File: src/rtl/dmem_lsu_ctrl.sv
// Data-memory load/store controller between EX/MEM and a block-RAM data
// memory. One request in flight; word-crossing accesses are split into two
// back-to-back RAM accesses. Lanes are big-endian (offset 0 -> top lane).
module dmem_lsu_ctrl #(
    parameter int DATA_W         = 32,
    parameter int ADDR_W         = 32,
    parameter int ALLOW_MISALIGN = 1
) (
    input  logic                  clock,
    input  logic                  reset,
    input  logic                  req_valid,
    output logic                  req_ready,
    input  logic                  req_we,
    input  logic [1:0]            req_size,
    input  logic                  req_unsigned,
    input  logic [ADDR_W-1:0]     req_addr,
    input  logic [DATA_W-1:0]     req_wdata,
    output logic                  mem_en,
    output logic [ADDR_W-1:0]     mem_addr,
    output logic [DATA_W/8-1:0]   mem_wea,
    output logic [DATA_W-1:0]     mem_wdata,
    input  logic [DATA_W-1:0]     mem_rdata,
    output logic                  resp_valid,
    output logic [DATA_W-1:0]     resp_rdata,
    output logic                  resp_err
);
    localparam int NB  = DATA_W / 8;
    localparam int LNB = $clog2(NB);

    typedef enum logic [2:0] {IDLE, ACC0, ACC1, CAP, RESP} state_t;

    state_t state_q, state_d;

    // Registered request fields (captured on the handshake)
    logic                  we_p0, uns_p0, err_p0, split_p0;
    logic [3:0]            sb_p0;
    logic [LNB-1:0]        off_p0;
    logic [DATA_W-1:0]     wdata_p0;
    logic [ADDR_W-1:0]     mem_addr_q;

    // Read capture
    logic [DATA_W-1:0]     rd0_p1, rdata_p1;

    logic                  hs, req_err, req_split, size_ok, misal;
    logic [3:0]            req_sb;
    logic [LNB-1:0]        req_off;
    logic [2*DATA_W-1:0]   store_win;
    logic [2*NB-1:0]       mask_win;

    function automatic logic [3:0] size_bytes(input logic [1:0] sz);
        return 4'd1 << sz;
    endfunction

    // Left-justify the value in a two-word big-endian window, then slide it
    // down to the byte offset: upper word = first RAM word, lower = second.
    function automatic logic [2*DATA_W-1:0] place_store(input logic [DATA_W-1:0] v,
                                                        input logic [3:0] sb,
                                                        input logic [LNB-1:0] off);
        logic [2*DATA_W-1:0] w;
        w = {v, {DATA_W{1'b0}}} << (DATA_W - 8 * int'(sb));
        return w >> (8 * int'(off));
    endfunction

    function automatic logic [2*NB-1:0] place_mask(input logic [3:0] sb,
                                                   input logic [LNB-1:0] off);
        logic [2*NB-1:0] m;
        m = {(2*NB){1'b1}} << (2 * NB - int'(sb));
        return m >> int'(off);
    endfunction

    // Pull the addressed bytes out of the two-word window and extend them
    function automatic logic [DATA_W-1:0] assemble_load(input logic [DATA_W-1:0] rd0,
                                                        input logic [DATA_W-1:0] rd1,
                                                        input logic [3:0] sb,
                                                        input logic [LNB-1:0] off,
                                                        input logic uns);
        logic [2*DATA_W-1:0]        w;
        logic [DATA_W-1:0]          v;
        logic signed [DATA_W-1:0]   sx;
        int                         sh;
        w  = ({rd0, rd1} << (8 * int'(off))) >> (2 * DATA_W - 8 * int'(sb));
        v  = w[DATA_W-1:0];
        sh = DATA_W - 8 * int'(sb);
        sx = signed'(v << sh);
        sx = sx >>> sh;
        return uns ? v : unsigned'(sx);
    endfunction

    assign req_ready = (state_q == IDLE) && !reset;
    assign hs        = req_valid && req_ready;
    assign req_sb    = size_bytes(req_size);
    assign req_off   = req_addr[LNB-1:0];
    assign size_ok   = (DATA_W == 64) || (req_size != 2'd3);
    assign misal     = (4'(req_off) & (req_sb - 4'd1)) != 4'd0;
    assign req_err   = !size_ok || (misal && (ALLOW_MISALIGN == 0));
    assign req_split = (int'(req_off) + int'(req_sb)) > NB;

    assign store_win = place_store(wdata_p0, sb_p0, off_p0);
    assign mask_win  = place_mask(sb_p0, off_p0);

    assign mem_addr   = mem_addr_q;
    assign resp_valid = (state_q == RESP);
    assign resp_err   = resp_valid && err_p0;
    assign resp_rdata = (resp_valid && !err_p0) ? rdata_p1 : '0;

    // State register
    always_ff @(posedge clock) begin
        if (reset) state_q <= IDLE;
        else       state_q <= state_d;
    end

    // RAM word address: loaded on an accepted request, bumped for the second word
    always_ff @(posedge clock) begin
        if (reset)
            mem_addr_q <= '0;
        else if (hs && !req_err)
            mem_addr_q <= {req_addr[ADDR_W-1:LNB], {LNB{1'b0}}};
        else if (state_q == ACC0 && split_p0)
            mem_addr_q <= mem_addr_q + ADDR_W'(NB);
    end

    // ---- stage p0: request capture ----
    always_ff @(posedge clock) begin
        if (hs) begin
            we_p0    <= req_we;
            uns_p0   <= req_unsigned;
            sb_p0    <= req_sb;
            off_p0   <= req_off;
            wdata_p0 <= req_wdata;
            err_p0   <= req_err;
            split_p0 <= req_split;
        end
    end

    // ---- stage p1: read-data capture and load assembly ----
    always_ff @(posedge clock) begin
        if (state_q == ACC1)
            rd0_p1 <= mem_rdata;
        if (state_q == CAP)
            rdata_p1 <= we_p0 ? '0
                      : assemble_load(split_p0 ? rd0_p1 : mem_rdata,
                                      split_p0 ? mem_rdata : '0,
                                      sb_p0, off_p0, uns_p0);
    end

    // Next-state and RAM strobes
    always_comb begin
        state_d   = state_q;
        mem_en    = 1'b0;
        mem_wea   = '0;
        mem_wdata = '0;
        case (state_q)
            IDLE: if (hs) state_d = req_err ? RESP : ACC0;
            ACC0: begin
                mem_en = 1'b1;
                if (we_p0) begin
                    mem_wea   = mask_win[2*NB-1:NB];
                    mem_wdata = store_win[2*DATA_W-1:DATA_W];
                end
                state_d = split_p0 ? ACC1 : CAP;
            end
            ACC1: begin
                mem_en = 1'b1;
                if (we_p0) begin
                    mem_wea   = mask_win[NB-1:0];
                    mem_wdata = store_win[DATA_W-1:0];
                end
                state_d = CAP;
            end
            CAP:     state_d = RESP;
            RESP:    state_d = IDLE;
            default: state_d = IDLE;
        endcase
    end
endmodule

File: config.mk
export PLATFORM = sky130hd
export DESIGN_NAME = dmem_lsu_ctrl
export DESIGN_NICKNAME = d
export VERILOG_FILES = /design/src/rtl/dmem_lsu_ctrl.sv
export SDC_FILE = /design/constraint.sdc
export NUM_CORES = 1
export LEC_CHECK = 0
export CORE_UTILIZATION = 35
export DETAILED_ROUTE_END_ITERATION = 16
export PLACE_DENSITY = 0.61
export SKIP_CTS_REPAIR_TIMING = 1
export SLEW_MARGIN = 20
export SYNTH_ARGS = -nofsm -noshare
export SYNTH_HDL_FRONTEND = slang
export SYNTH_SLANG_ARGS = --single-unit
File: constraint.sdc
create_clock -name clock -period 6.7 [get_ports clock]
set_input_delay 1.34 -clock clock [delete_from_list [all_inputs] [get_ports clock]]
set_output_delay 1.34 -clock clock [all_outputs]
set_load 0.05 [all_outputs]
==> Flow_metrics.wiki <==
{| class="wikitable"
! Metric !! Value
|-
| Final hold violation count || 0
|-
| Part of the total power dissipated in sequential elements || 36.0%
|-
| Sum Neg Setup Slack || 0 ns
|-
| Leftover overflow at the end of global routing || 0
|-
| Residual DRC count || 0
|-
| Met2 global-route usage || 42.89%
|-
| Layout cell share with drive strength beyond 1 || 12.11%
|-
| Diode insertion count for antenna repair || 0
|-
| Area delta synth->final || 25.64%
|-
| Worst Max-Slew Pin Slew || 1.113 ns
|-
| Minimum clock period after layout || 5.381 ns
|-
| Worst Reg2Reg Path Length in Cells || 10
|-
| DR pass1 iterations || 6
|-
| Clock latency on the worst-skew pair || 0.45 ns
|-
| Pwr per Cell Area || 201.5 mW/mm^2
|-
| Overall fraction of global-route tracks in use || 26.88%
|-
| Unrepaired setup endpoints after global routing || no
|-
| Peak fanout along the critical path || 49
|-
| Wirelength per Cell || 23.82 um
|-
| Max Transition Viols Final || 0
|-
| Violation count after the first detailed-routing iteration || 1301
|-
| Starting utilization of the core area || 35.55%
|-
| Overall power after layout || 2921 uW
|-
| Endpoint arrival time on the critical path || 4.04 ns
|-
| Flip-flop cell with the highest count after synthesis || edfxtp_1
|-
| Deepest clock path buffer count || 2
|-
| Number of warnings printed during yosys synthesis || 0
|-
| Hold-critical path depth || 2
|-
| Top post-synthesis cells by area || edfxtp_1, mux2i_1, dfxtp_1
|-
| Final cycle utilization of the critical path || 80.31%
|-
| Reg-to-reg critical path startpoint || sb_p0[0]
|-
| Clock share of power || 32.1%
|-
| Horiz. Die Dim || 183.6 um
|-
| Number of filler cells placed in the layout || 3210
|-
| Category of the most critical setup path || flip-flop to primary output
|-
| Yosys cell types || 82
|-
| R2R setup slack || 2.08 ns
|-
| Proportion of netlist area held by the largest area contributor || 27.33%
|-
| Hold path startpoint || mem_addr[19]
|-
| Internal power || 1868 uW
|-
| Worst VDD drop || 0.1749 mV
|-
| Number of enable-type register cells in the synthesized netlist || 105
|-
| Detailed Place HPWL || 33170 um
|-
| Crit Reg-Reg Endpoint || rdata_p1[13]
|-
| Register bit total from synthesis || 138
|-
| Max-capacitance violation count || 0
|-
| Global-route track usage on met1 || 34.02%
|-
| Endpoint with the worst hold slack || mem_addr[19]
|-
| Post-detailed-route via-to-cell ratio || 6.262
|-
| Share of total power consumed by net switching || 36.04%
|-
| Peak clock frequency supported by timing || 0.1858 GHz
|-
| Post-synth top area cell || edfxtp_1
|-
| Min-delay worst type || flip-flop to flip-flop
|-
| Antenna violations before repair || 0
|-
| Fraction of synthesis flops using an asynchronous set or reset pin || 0%
|-
| Total wire length || 45140 um
|-
| Floorplan core area || 0.03245 sq mm
|-
| Quantity of I/O buffers inserted on ports || 204
|-
| Post-route ant nets || 0
|-
| Rows || 66
|-
| CTS clock-pin slew for the worst setup and hold paths || 0.07 ns
|-
| Required @ worst endpoint || 5.36 ns
|-
| Hold slack final || 0.5047 ns
|-
| Library cell used as clock root buffer || clkbuf_16
|-
| Clock buffers created by TritonCTS || 17
|-
| Final GP Congestion || 1.060
|-
| Most Used Layer, Global Route || met2
|-
| Switching component of the power || 1053 uW
|-
| Outcome || finished clean
|-
| Leakage component of the power || 0.005019 uW
|-
| Seq/Total Area, Yosys || 33.05%
|-
| Maximum number of pins on one net before global-route repair || 54
|-
| Gate Count Post-Synth || 1307
|-
| Top-Level Pins || 207
|-
| Combined area of all synthesized cells || 0.01154 sq mm
|-
| Number of vias after detailed routing || 11870
|-
| Met3 GRT Util || 5.586%
|-
| Wire length of the first global-routing pass || 69060 um
|-
| Fin Clk Skew || 0.01458 ns
|-
| Final net count || 1548
|-
| Final setup vio count || 0
|-
| TritonCTS clock tree || built
|-
| Total number of H-tree levels || 4
|-
| Chip height || 183.6 um
|-
| Share of power burned in combinational logic || 31.9%
|-
| Startpoint type of the worst setup path || flip-flop
|-
| Vias in the first global route || 11400
|-
| Syn avg cell area || 8.827 sq um
|-
| Number of clock sinks || 138
|-
| Floorplan die area || 0.03369 sq mm
|-
| Category of the worst setup path capture point || primary output
|-
| Relative slew slack || 24.86%
|}
[cells in the final DEF (no fill, tap or decap), types with 16 or more instances in the layout]
cell type	instances
nand3_1	48
nor3_1	57
mux4_2	25
dfxtp_1	33
clkdlybuf4s50_1	168
a21oi_1	72
nor2_1	105
mux2i_1	74
mux2_2	25
inv_1	18
buf_12	16
a32oi_1	25
buf_4	49
o211ai_1	20
and3_1	44
o21ai_0	82
nand2_1	113
a22o_1	23
clkbuf_16	17
edfxtp_1	105
a211oi_1	27
[sequential cells by signal, indices dropped and copies added, names as in the netlist]
signal    cells
off_p0        2
err_p0        1
rd0_p1       32
sb_p0         3
uns_p0        1
state_q       3
we_p0         1
mem_addr     30
split_p0      1
rdata_p1     32
wdata_p0     32
[per-layer routing]
| layer | share of wire, % | wire length (um) |
|---|---|---|
| met1 | 42 | 19140 |
| met3 | 7.1 | 3186 |
| met4 | 4.8 | 2169 |
| met5 | 0 | 0 |
| met2 | 46 | 20640 |
[worst max path at each step]
stage               startpoint  slack, ns            end  cells past startpoint
floorplan           state_q[1]       0.30  mem_wdata[10]                      6
global placement      sb_p0[0]       1.89   mem_wdata[1]                     10
detailed placement    sb_p0[0]       1.82  mem_wdata[17]                     10
CTS                   sb_p0[0]       1.32  mem_wdata[17]                     10
global route          sb_p0[0]       1.04  mem_wdata[17]                     10
finish                sb_p0[0]       1.32  mem_wdata[26]                     11
[stage by stage]
| stage | worst slack, ns | util (%) | instances | cell area [sq um] |
|---|---|---|---|---|
| after floorplan | 0.2997 | - | 1308 | 11540 |
| after global placement | 1.888 | 42.88 | 1863 | 13920 |
| final | 1.319 | 44.66 | 1895 | 14500 |
| after detailed placement | 1.819 | 42.88 | 1863 | 13920 |
| after CTS | 1.318 | 44.66 | 1895 | 14500 |
| after global routing | 1.039 | 44.66 | 1895 | 14500 |
[power groups by stage]
stage,Clock (uW),Combinational [uW],Sequential (uW)
floorplan,0,555,1090
global placement,0,914,1060
detailed placement,0,912,1070
CTS,966,916,1050
global route,995,987,1060
finish,939,932,1050
[cells by family after synthesis]
group | count (synthesis) | synth area share, %
adders and majority gates | 5 | 0.6073
other | 1 | 0.03250
muxes | 124 | 13.74
AOI/OAI and AO/OA | 427 | 26.23
DFF | 138 | 33.05
and+or+nand+nor | 455 | 19.50
buffers and inverters | 140 | 5.542
xor gates and xnor gates | 17 | 1.291
[layout make-up]
class | instances | area [sq um] | share of cell area [%]
clock buffers | 19 | 432.9 | 2.987
clock inverters | 13 | 145.1 | 1.001
inverters | 20 | 75.07 | 0.5179
multi-input cells | 1030 | 7106 | 49.02
flip-flops and latches | 138 | 3814 | 26.31
well taps | 442 | 553.0 | 3.815
repair buffers | 233 | 2370 | 16.35
[worst max-delay path, cell delays in order (launching register included)]
cell and delay [ns]:
edfxtp_1 0.32, buf_4 0.51, clkinv_1 0.20, ha_2 0.32, or2_2 0.31, nor2_1 0.16
o21ai_1 0.08, buf_4 0.19, nor3_1 0.87, a32oi_1 0.20, o21ai_0 0.21, buf_12 0.19
[synth_stat cells (12+ instances only)]
library cell	count
nand2_1	113
nor2_1	106
edfxtp_1	105
o21ai_0	82
mux2i_1	74
a21oi_1	72
clkbuf_1	69
nor3_1	57
nand3_1	48
and3_1	44
dfxtp_1	33
a211oi_1	27
a32oi_1	25
mux2_2	25
mux4_2	25
a22o_1	23
o211ai_1	20
buf_2	18
inv_1	18
a31oi_1	15
buf_1	15
a22oi_1	14
and2_1	14
o221ai_1	14
a221oi_1	12
buf_4	12
o22ai_1	12
o2bb2ai_1	12
No activity file was read; power rests on OpenSTA's default activity.
